===== config.mk =====
export PLATFORM = sky130hd
export DESIGN_NAME = mbed_serial_receiver_flat
export DESIGN_NICKNAME = d
export VERILOG_FILES = /design/src/rtl/mbed_serial_receiver_pkg.sv /design/src/rtl/mbed_serial_receiver_if.sv /design/src/rtl/mbed_serial_receiver_bit_synchronizer.sv /design/src/rtl/mbed_serial_receiver.sv /design/src/flat_wrapper.sv
export SDC_FILE = /design/constraint.sdc
export NUM_CORES = 1
export LEC_CHECK = 0
export BUFFER_PORTS_ARGS = -buffer_cell sky130_fd_sc_hd__clkbuf_2
export CORE_MARGIN = 2
export CORE_UTILIZATION = 36
export CTS_CLUSTER_DIAMETER = 200
export CTS_CLUSTER_SIZE = 8
export DETAILED_ROUTE_END_ITERATION = 8
export PLACE_DENSITY = 0.62
export SYNTH_ARGS = -nofsm -noshare
export SYNTH_HDL_FRONTEND = slang
export SYNTH_HIERARCHICAL = 1
export SYNTH_SLANG_ARGS = --single-unit

===== constraint.sdc =====
create_clock -name clk -period 5.4 [get_ports clk]
set_input_delay 0.81 -clock clk [delete_from_list [all_inputs] [get_ports clk]]
set_output_delay 0.81 -clock clk [all_outputs]
set_load 0.01 [all_outputs]

===== src/rtl/mbed_serial_receiver_pkg.sv =====
// Shared definitions for the mbed serial link receiver: instruction word layout,
// receiver FSM encoding and the default word width.
package mbed_serial_receiver_pkg;
   localparam int DEFAULT_DATA_W = 11;

   localparam int ACT_BIT   = 10;
   localparam int MODE_BIT  = 9;
   localparam int SERVO_BIT = 8;
   localparam int VALUE_MSB = 7;

   typedef enum logic [1:0] {
      IDLE  = 2'd0,
      SHIFT = 2'd1,
      CHECK = 2'd2
   } rx_state_t;
endpackage


===== src/rtl/mbed_serial_receiver_if.sv =====
// Link and instruction-word bundle between the mbed side and the receiver.
interface mbed_serial_receiver_if
   import mbed_serial_receiver_pkg::*;
#(
   parameter int DATA_W = DEFAULT_DATA_W
);
   logic              set_bit;
   logic              input_bit;
   logic [DATA_W-1:0] mbed_data;
   logic              data_valid;
   logic              data_strobe;
   logic              parity_err;
   logic              frame_err;

   modport master (
      output set_bit, input_bit,
      input  mbed_data, data_valid, data_strobe, parity_err, frame_err
   );

   modport slave (
      input  set_bit, input_bit,
      output mbed_data, data_valid, data_strobe, parity_err, frame_err
   );
endinterface


===== src/rtl/mbed_serial_receiver_bit_synchronizer.sv =====
// Multi-flop synchroniser for one asynchronous link line into the clk domain.
module bit_synchronizer #(
   parameter int SYNC_STAGES = 2
) (
   input  logic clk,
   input  logic rst_n,
   input  logic d,
   output logic q
);
   logic [SYNC_STAGES-1:0] sync_reg;

   always_ff @(posedge clk or negedge rst_n) begin
      if (!rst_n) begin
         sync_reg <= '0;
      end else begin
         sync_reg <= {sync_reg[SYNC_STAGES-2:0], d};
      end
   end

   assign q = sync_reg[SYNC_STAGES-1];
endmodule


===== src/rtl/mbed_serial_receiver.sv =====
// Deserialises the mbed strobe/data link into a held instruction word with
// valid/strobe flags, optional odd parity and an in-frame stall timeout.
module mbed_serial_receiver
   import mbed_serial_receiver_pkg::*;
#(
   parameter int DATA_W         = DEFAULT_DATA_W,
   parameter int PARITY_EN      = 1,
   parameter int TIMEOUT_CYCLES = 50000,
   parameter int SYNC_STAGES    = 2
) (
   input  logic                  clk,
   input  logic                  rst_n,
   mbed_serial_receiver_if.slave link
);
   localparam int FRAME_LEN = DATA_W + PARITY_EN;
   localparam int CNT_W     = $clog2(FRAME_LEN + 1);
   localparam int TO_W      = (TIMEOUT_CYCLES > 1) ? $clog2(TIMEOUT_CYCLES) : 1;

   logic set_sync;
   logic data_sync;
   logic set_prev_reg;
   logic edge_reg;
   logic bit_reg;

   rx_state_t            state_reg, state_next;
   logic [FRAME_LEN-1:0] shift_reg, shift_next;
   logic [CNT_W-1:0]     count_reg, count_next;
   logic [TO_W-1:0]      tcount_reg, tcount_next;
   logic [DATA_W-1:0]    data_reg, data_next;
   logic                 valid_reg, valid_next;
   logic                 strobe_reg, strobe_next;
   logic                 perr_reg, perr_next;
   logic                 ferr_reg, ferr_next;
   logic                 parity_ok;

   bit_synchronizer #(.SYNC_STAGES(SYNC_STAGES)) u_sync_set (
      .clk(clk), .rst_n(rst_n), .d(link.set_bit), .q(set_sync)
   );

   bit_synchronizer #(.SYNC_STAGES(SYNC_STAGES)) u_sync_data (
      .clk(clk), .rst_n(rst_n), .d(link.input_bit), .q(data_sync)
   );

   // Edge and its data sample are registered together so the FSM sees a clean pair.
   always_ff @(posedge clk or negedge rst_n) begin
      if (!rst_n) begin
         set_prev_reg <= 1'b0;
         edge_reg     <= 1'b0;
         bit_reg      <= 1'b0;
      end else begin
         set_prev_reg <= set_sync;
         edge_reg     <= set_sync & ~set_prev_reg;
         bit_reg      <= data_sync;
      end
   end

   assign parity_ok = (PARITY_EN == 0) || (^shift_reg);

   always_ff @(posedge clk or negedge rst_n) begin
      if (!rst_n) begin
         state_reg  <= IDLE;
         shift_reg  <= '0;
         count_reg  <= '0;
         tcount_reg <= '0;
         data_reg   <= '0;
         valid_reg  <= 1'b0;
         strobe_reg <= 1'b0;
         perr_reg   <= 1'b0;
         ferr_reg   <= 1'b0;
      end else begin
         state_reg  <= state_next;
         shift_reg  <= shift_next;
         count_reg  <= count_next;
         tcount_reg <= tcount_next;
         data_reg   <= data_next;
         valid_reg  <= valid_next;
         strobe_reg <= strobe_next;
         perr_reg   <= perr_next;
         ferr_reg   <= ferr_next;
      end
   end

   always_comb begin
      state_next  = state_reg;
      shift_next  = shift_reg;
      count_next  = count_reg;
      tcount_next = tcount_reg;
      data_next   = data_reg;
      valid_next  = valid_reg;
      strobe_next = 1'b0;
      perr_next   = 1'b0;
      ferr_next   = 1'b0;

      case (state_reg)
         IDLE: begin
            if (edge_reg) begin
               shift_next  = {shift_reg[FRAME_LEN-2:0], bit_reg};
               count_next  = CNT_W'(1);
               tcount_next = '0;
               state_next  = SHIFT;
            end
         end
         SHIFT: begin
            if (edge_reg) begin
               shift_next  = {shift_reg[FRAME_LEN-2:0], bit_reg};
               count_next  = count_reg + 1'b1;
               tcount_next = '0;
               if (count_reg == CNT_W'(FRAME_LEN - 1)) begin
                  state_next = CHECK;
               end
            end else if (tcount_reg == TO_W'(TIMEOUT_CYCLES - 1)) begin
               ferr_next   = 1'b1;
               valid_next  = 1'b0;
               count_next  = '0;
               tcount_next = '0;
               state_next  = IDLE;
            end else if (tcount_reg != {TO_W{1'b1}}) begin
               tcount_next = tcount_reg + 1'b1;
            end
         end
         CHECK: begin
            if (parity_ok) begin
               data_next   = shift_reg[FRAME_LEN-1 -: DATA_W];
               valid_next  = 1'b1;
               strobe_next = 1'b1;
            end else begin
               perr_next  = 1'b1;
               valid_next = 1'b0;
            end
            count_next = '0;
            state_next = IDLE;
            // A strobe landing in the check cycle starts the next frame.
            if (edge_reg) begin
               shift_next  = {shift_reg[FRAME_LEN-2:0], bit_reg};
               count_next  = CNT_W'(1);
               tcount_next = '0;
               state_next  = SHIFT;
            end
         end
         default: begin
            state_next = IDLE;
         end
      endcase
   end

   assign link.mbed_data   = data_reg;
   assign link.data_valid  = valid_reg;
   assign link.data_strobe = strobe_reg;
   assign link.parity_err  = perr_reg;
   assign link.frame_err   = ferr_reg;
endmodule


===== src/flat_wrapper.sv =====
// flat-port wrapper written by rule: the top's interface ports become plain ports
module mbed_serial_receiver_flat import mbed_serial_receiver_pkg::*;
#(
   parameter int DATA_W         = DEFAULT_DATA_W,
   parameter int PARITY_EN      = 1,
   parameter int TIMEOUT_CYCLES = 50000,
   parameter int SYNC_STAGES    = 2
)
  (clk, rst_n, link_set_bit, link_input_bit, link_mbed_data, link_data_valid, link_data_strobe, link_parity_err, link_frame_err);
  mbed_serial_receiver_if #(.DATA_W(DATA_W)) link_i ();
  input  logic clk;
  input  logic rst_n;
  input wire logic [$bits(link_i.set_bit)-1:0] link_set_bit;
  input wire logic [$bits(link_i.input_bit)-1:0] link_input_bit;
  output wire logic [$bits(link_i.mbed_data)-1:0] link_mbed_data;
  output wire logic [$bits(link_i.data_valid)-1:0] link_data_valid;
  output wire logic [$bits(link_i.data_strobe)-1:0] link_data_strobe;
  output wire logic [$bits(link_i.parity_err)-1:0] link_parity_err;
  output wire logic [$bits(link_i.frame_err)-1:0] link_frame_err;
  assign link_i.set_bit = link_set_bit;
  assign link_i.input_bit = link_input_bit;
  assign link_mbed_data = link_i.mbed_data;
  assign link_data_valid = link_i.data_valid;
  assign link_data_strobe = link_i.data_strobe;
  assign link_parity_err = link_i.parity_err;
  assign link_frame_err = link_i.frame_err;
  mbed_serial_receiver #(.DATA_W(DATA_W), .PARITY_EN(PARITY_EN), .TIMEOUT_CYCLES(TIMEOUT_CYCLES), .SYNC_STAGES(SYNC_STAGES)) u_core (.clk(clk), .rst_n(rst_n), .link(link_i));
endmodule

Word level (Yosys, flattened, before mapping)
Index checks and enable logic that the tools add are counted.

Output and inout bits: 15. Flip-flop bits (word level): 56. Logic and storage cells: 69.

Reductions and logical operators: 13. Add/sub/neg operators: 2. Equal/unequal tests: 12. Bitwise gates (word level): 2. Muxes and demuxes: 26.

Operator list (number): two-way mux 16 bit (4); case mux 16 bit (2 select lines) (1); adder 16 x 1 -> 16 bit (second input constant) (1); equality test 16 bit (second input constant) (1); != test 16 bit (second input constant) (1); two-way mux 4 bit (3); case mux 4 bit (3 select lines) (1); AND reduction 3 bit (4); XOR reduction 12 bit (1); two-way mux 1 bit (11); two-way mux 2 bit (4); != test 2 x 1 -> 1 bit (second input constant) (3); case mux 2 bit (3 select lines) (1); adder 4 x 1 -> 4 bit (second input constant) (1); equality test 4 bit (second input constant) (1); != test 4 x 1 -> 1 bit (second input constant) (1); AND reduction 2 bit (2); nonzero test 2 bit (2); != test 3 x 1 -> 1 bit (second input constant) (1); != test 3 bit (second input constant) (1); nonzero test 3 bit (1); OR reduction 3 bit (1); equality test 2 x 1 -> 1 bit (second input constant) (1); equality test 2 bit (second input constant) (1); 6 further kinds (6).

Logic depth before layout (Yosys ltp)
Depth after elaboration: 5. Mapped depth: 8.

Modules after synthesis
Netlist, hierarchy kept.

Modules (own cells, without submodules): mbed_serial_receiver (instances 1, cells each 233, area each 2565.0 um2); bit_synchronizer (instances 2, cells each 2, area each 50.0 um2).

Worst setup path after synthesis
OpenSTA, ideal clock, no wires.

Path type: register to register. Start point: register u_core.state_reg[0]. End point: register u_core.tcount_reg[12]. Cell stages (with the launch flop): 8. Required time: 5.308 ns. Setup slack: 3.071 ns. Library setup time: 0.092 ns. Buffers on the path: 0. Data arrival time: 2.237 ns. Clock period less this slack: 2.329 ns. Cells stage by stage: dfrtp_1 -> inv_1 -> ha_1 -> or3_4 -> a41o_1 -> a211o_1 -> or4_4 -> o31ai_2.

Longest elaborated chain between the ends: 4. Elaborated cells between the ends (all ways): 9. Classes of those cells: eq/ne: 4; mux: 1; reduce/logical: 4.

RTL lines: start: declaration (RTL line mbed_serial_receiver.sv:25) `rx_state_t state_reg, state_next;`; start signal: assignment (RTL line mbed_serial_receiver.sv:71) `state_reg <= state_next;`; equality test 2 bit or zero test 2 bit (tied branches) (RTL line mbed_serial_receiver.sv:94) `case (state_reg)`; OR reduction 2 bit (no line); != test 2 x 1 -> 1 bit (no line) or nonzero test 2 bit (tied branches); AND reduction 3 bit (no line); end signal: assignment (RTL line mbed_serial_receiver.sv:74) `tcount_reg <= tcount_next;`; end: declaration (RTL line mbed_serial_receiver.sv:28) `logic [TO_W-1:0] tcount_reg, tcount_next;`.

Several ways; a longest one is shown, not always the timed one. A chain may end at the register's enable or synchronous reset.

Worst setup path in the final report
Start point: register u_core.state_reg[0]. End point: register u_core.tcount_reg[10].

Same word-level chain as after synthesis.

==> flow_summary.toml <==
[clock_network]
cts_hold_buffers = 0
clk_pin_slew_worst_paths_ns = 0.10
cts_tree = "built"
cts_max_level = 2
clock-root-buffer = "clkbuf_8"
cts.repair.resized = 0
insertion_delay_ns = 0.31
cts_buffers = 5
cts_setup_buffers = 0
clock-sinks = 56
cts_max_path_buffers = 2

[critical_path]
cp.depth = 7
criticalPathCategory = "flip-flop to flip-flop"
crit_chain = "inv_1 > ha_1 > or3_4 > a41o_1 > a211o_1 > or4_4 > o31ai_2"
crit_end = "u_core/tcount_reg[10]"
crit_fanout = 16
r2r_setup_slack_ns = 2.50
crit_path_start = "u_core/state_reg[0]"
cp_top_family = "compound AO/OA/AOI/OAI gates"
end_kind = "flip-flop"
required_ns = 5.63
reg2reg_to = "u_core/tcount_reg[10]"
crit_path_max_incr_delay_ns = 0.50
critPathLaunchType = "flip-flop"
worstPathArrival_ns = 3.13
r2r_cells = 7
cp_num_buf_inv = 1
slowest_stage = "a211o_1"
rr_startpoint = "u_core/state_reg[0]"

[sta]
drv_slew = 0
setup-tns-final_ns = 0
skew_ns = 0.0110
fin_ws_ns = 2.50
hold_viol_final = 0
timing.hold.ws_ns = 0.356
rsz0062_at_grt = "false"
fin_crit_sh_pct = 53.8
fmax_mhz = 344
period_minus_slack_ns = 2.90
setup_viol = 0
worstMarginPinSlew_ns = 1.03
slew_headroom_pct = 30.9

[synthesis]
synth.area.top_cells = "dfrtp_1 53%, mux2_1 10%, ha_1 3.3%, xnor2_1 3.0%, o21ai_1 2.8%"
synth_xor_area_share_pct = 3.80
syn_avg_cell_area_sq_um = 11.2
synth_nets = 248
yosys.area_share.simple_pct = 13.5
synth_compound_gate_area_share_pct = 13.3
syn_area_sq_um = 2670
synth_top_cell_area_share_pct = 52.6
synth_top_cell_by_area = "dfrtp_1"
yosysSeqAreaShare_pct = 52.6
syn_inst = 237
yosysWarnings = 6
synth.area.mux_share_pct = 10.5
synth_top_family_by_area = "simple AND/OR/NAND/NOR gates"
synth.distinct_cells = 46
ys_ff_latch = 56
synthAdderAreaFrac_pct = 3.29

[pwr]
pwr-share-comb_pct = 31.4
swShare_pct = 32.7
power.density_nw_per_um2 = 403
max-vdd-ir-drop_v = 0.000145
internal-power_w = 0.000801
power_frac_seq_pct = 45.3
clockPowerShare_pct = 23.2
p_leak_nw = 1.34
switchingPower_w = 0.000389

[grt]
grtUsageMet2_pct = 19.7
grt.busiest_layer = "met2"
grt-ovfl-total = 0
antenna_found_initial = 0
grt_usage_pct = 12.6
grt_pass1_wl_microns = 8360
grt_pass1_vias = 1739
use_met3_pct = 3.77
grt_max_degree = 57
use_met1_pct = 16.9

[placed_design]
dp_hpwl_microns = 3130
place.gp.congestion = 0.793
port_buffers = 18
place_ws_ns = 2.52

[floorplan]
die_area_sq_um = 8110
die-height_microns = 90.0
std_cell_rows = 31
io_pins = 19
core_sq_um = 7210
start_util_pct = 36.9
die_x_microns = 90.0

[drt]
viasPerCell = 5.04
wirelength_microns = 4660
post_drt_wl_per_cell_microns = 13.2
drtAntennaViolNets = 0
drt_iter0_drc = 99
drc = 0
num_vias = 1783
firstDrtPassIters = 4

[cells_and_area]
largest_reg_flops = 16
nNetsFinal = 265
n_antenna_cell = 0
drive_above_1_share_pct = 13.3
final_core_util_pct = 40.9
syn2layout_area_growth_pct = 10.8

[flow_run]
cap_violations = 0

[status]
status = "finished clean"

[min_path]
hold_path.class = "flip-flop to flip-flop"
[how the worst min path moves through the flow]
stage | startpoint | to | slack [ns] | depth (start not counted)
2_1_floorplan | u_core/u_sync_data/sync_reg[1] | u_core/bit_reg | 0.33 | 0
3_3_place_gp | u_core/u_sync_set/sync_reg[0] | u_core/u_sync_set/sync_reg[1] | 0.34 | 0
3_5_place_dp | u_core/u_sync_data/sync_reg[1] | u_core/bit_reg | 0.34 | 0
4_1_cts | u_core/u_sync_data/sync_reg[1] | u_core/bit_reg | 0.36 | 0
5_1_grt | u_core/u_sync_set/sync_reg[0] | u_core/u_sync_set/sync_reg[1] | 0.36 | 0
6_report | u_core/u_sync_data/sync_reg[0] | u_core/u_sync_data/sync_reg[1] | 0.36 | 0
[per-stage QoR]
step	instances	area [sq um]	power [W]
after CTS	354	2950	0.00121
after floorplan	237	2670	0.000851
after global routing	354	2950	0.00129
after detailed placement	346	2840	0.000930
final	354	2950	0.00119
after global placement	346	2840	0.000916
[power groups by stage]
stage / Combinational [W] / Sequential [W] / Clock [W]
6_report: 0.000374 / 0.000540 / 0.000276
5_1_grt: 0.000427 / 0.000552 / 0.000307
4_1_cts: 0.000381 / 0.000541 / 0.000289
3_5_place_dp: 0.000379 / 0.000551 / 0
3_3_place_gp: 0.000369 / 0.000547 / 0
2_1_floorplan: 0.000320 / 0.000531 / 0
[Yosys cell counts, drive strengths merged]
library cell	n
a211o	2
a21oi	8
a221o	1
a22o	1
a311o	1
a31oi	3
a32o	1
a41o	1
a41oi	2
and2	1
and3	3
and4	1
buf	6
clkbuf	3
dfrtp	56
ha	7
inv	9
mux2	24
mux2i	1
nand2	17
nand2b	4
nand3	8
nand3b	1
nand4	4
nor2	14
nor2b	3
nor3	2
nor4	3
nor4b	1
nor4bb	2
o21ai	22
o221ai	1
o22ai	1
o31ai	9
o41ai	1
or3	1
or4	2
xnor2	9
xnor3	1
[cell families after synthesis]
kind of cell	count (synthesis)
AND/OR/NAND/NOR	67
buffers and inverters	18
flip-flops	56
XOR/XNOR	10
adder cells (fa/ha/maj)	7
multiplexers	25
AO/OA/AOI/OAI	54
[layout make-up]
class / count / area, sq um
Fill cell: 722 / 4260
Sequential cell: 56 / 1400
Multi-Input combinational cell: 163 / 1180
Tap cell: 99 / 124
Timing Repair Buffer: 19 / 97.6
Clock buffer: 5 / 68.8
Clock inverter: 3 / 42.5
Inverter: 9 / 33.8
[layout by cell type (no fill, tap or decap), types with 2 or more instances in the layout]
| cell type | instances |
|---|---|
| dfrtp_1 | 56 |
| a21oi_1 | 8 |
| clkbuf_2 | 18 |
| ha_1 | 7 |
| nor2b_1 | 3 |
| o21ai_0 | 7 |
| inv_1 | 7 |
| nor2_1 | 14 |
| nor4_1 | 2 |
| and3_1 | 3 |
| nor3_1 | 2 |
| clkbuf_8 | 5 |
| mux2_1 | 24 |
| a41oi_1 | 2 |
| o21ai_1 | 15 |
| a31oi_1 | 3 |
| inv_2 | 2 |
| nand2b_1 | 4 |
| nand4_1 | 4 |
| nand2_1 | 17 |
| a211o_1 | 2 |
| xnor2_1 | 9 |
| o31ai_2 | 2 |
| nor4bb_1 | 2 |
| o31ai_1 | 7 |
| nand3_1 | 8 |
[routing by layer]
| metal | part of all wire [%] | wire length [microns] |
|---|---|---|
| met2 | 45 | 2110 |
| met1 | 50 | 2350 |
| met4 | 1.1 | 49 |
| met3 | 3.4 | 157 |
| met5 | 0 | 0 |
No activity file was read; power rests on OpenSTA's default activity.
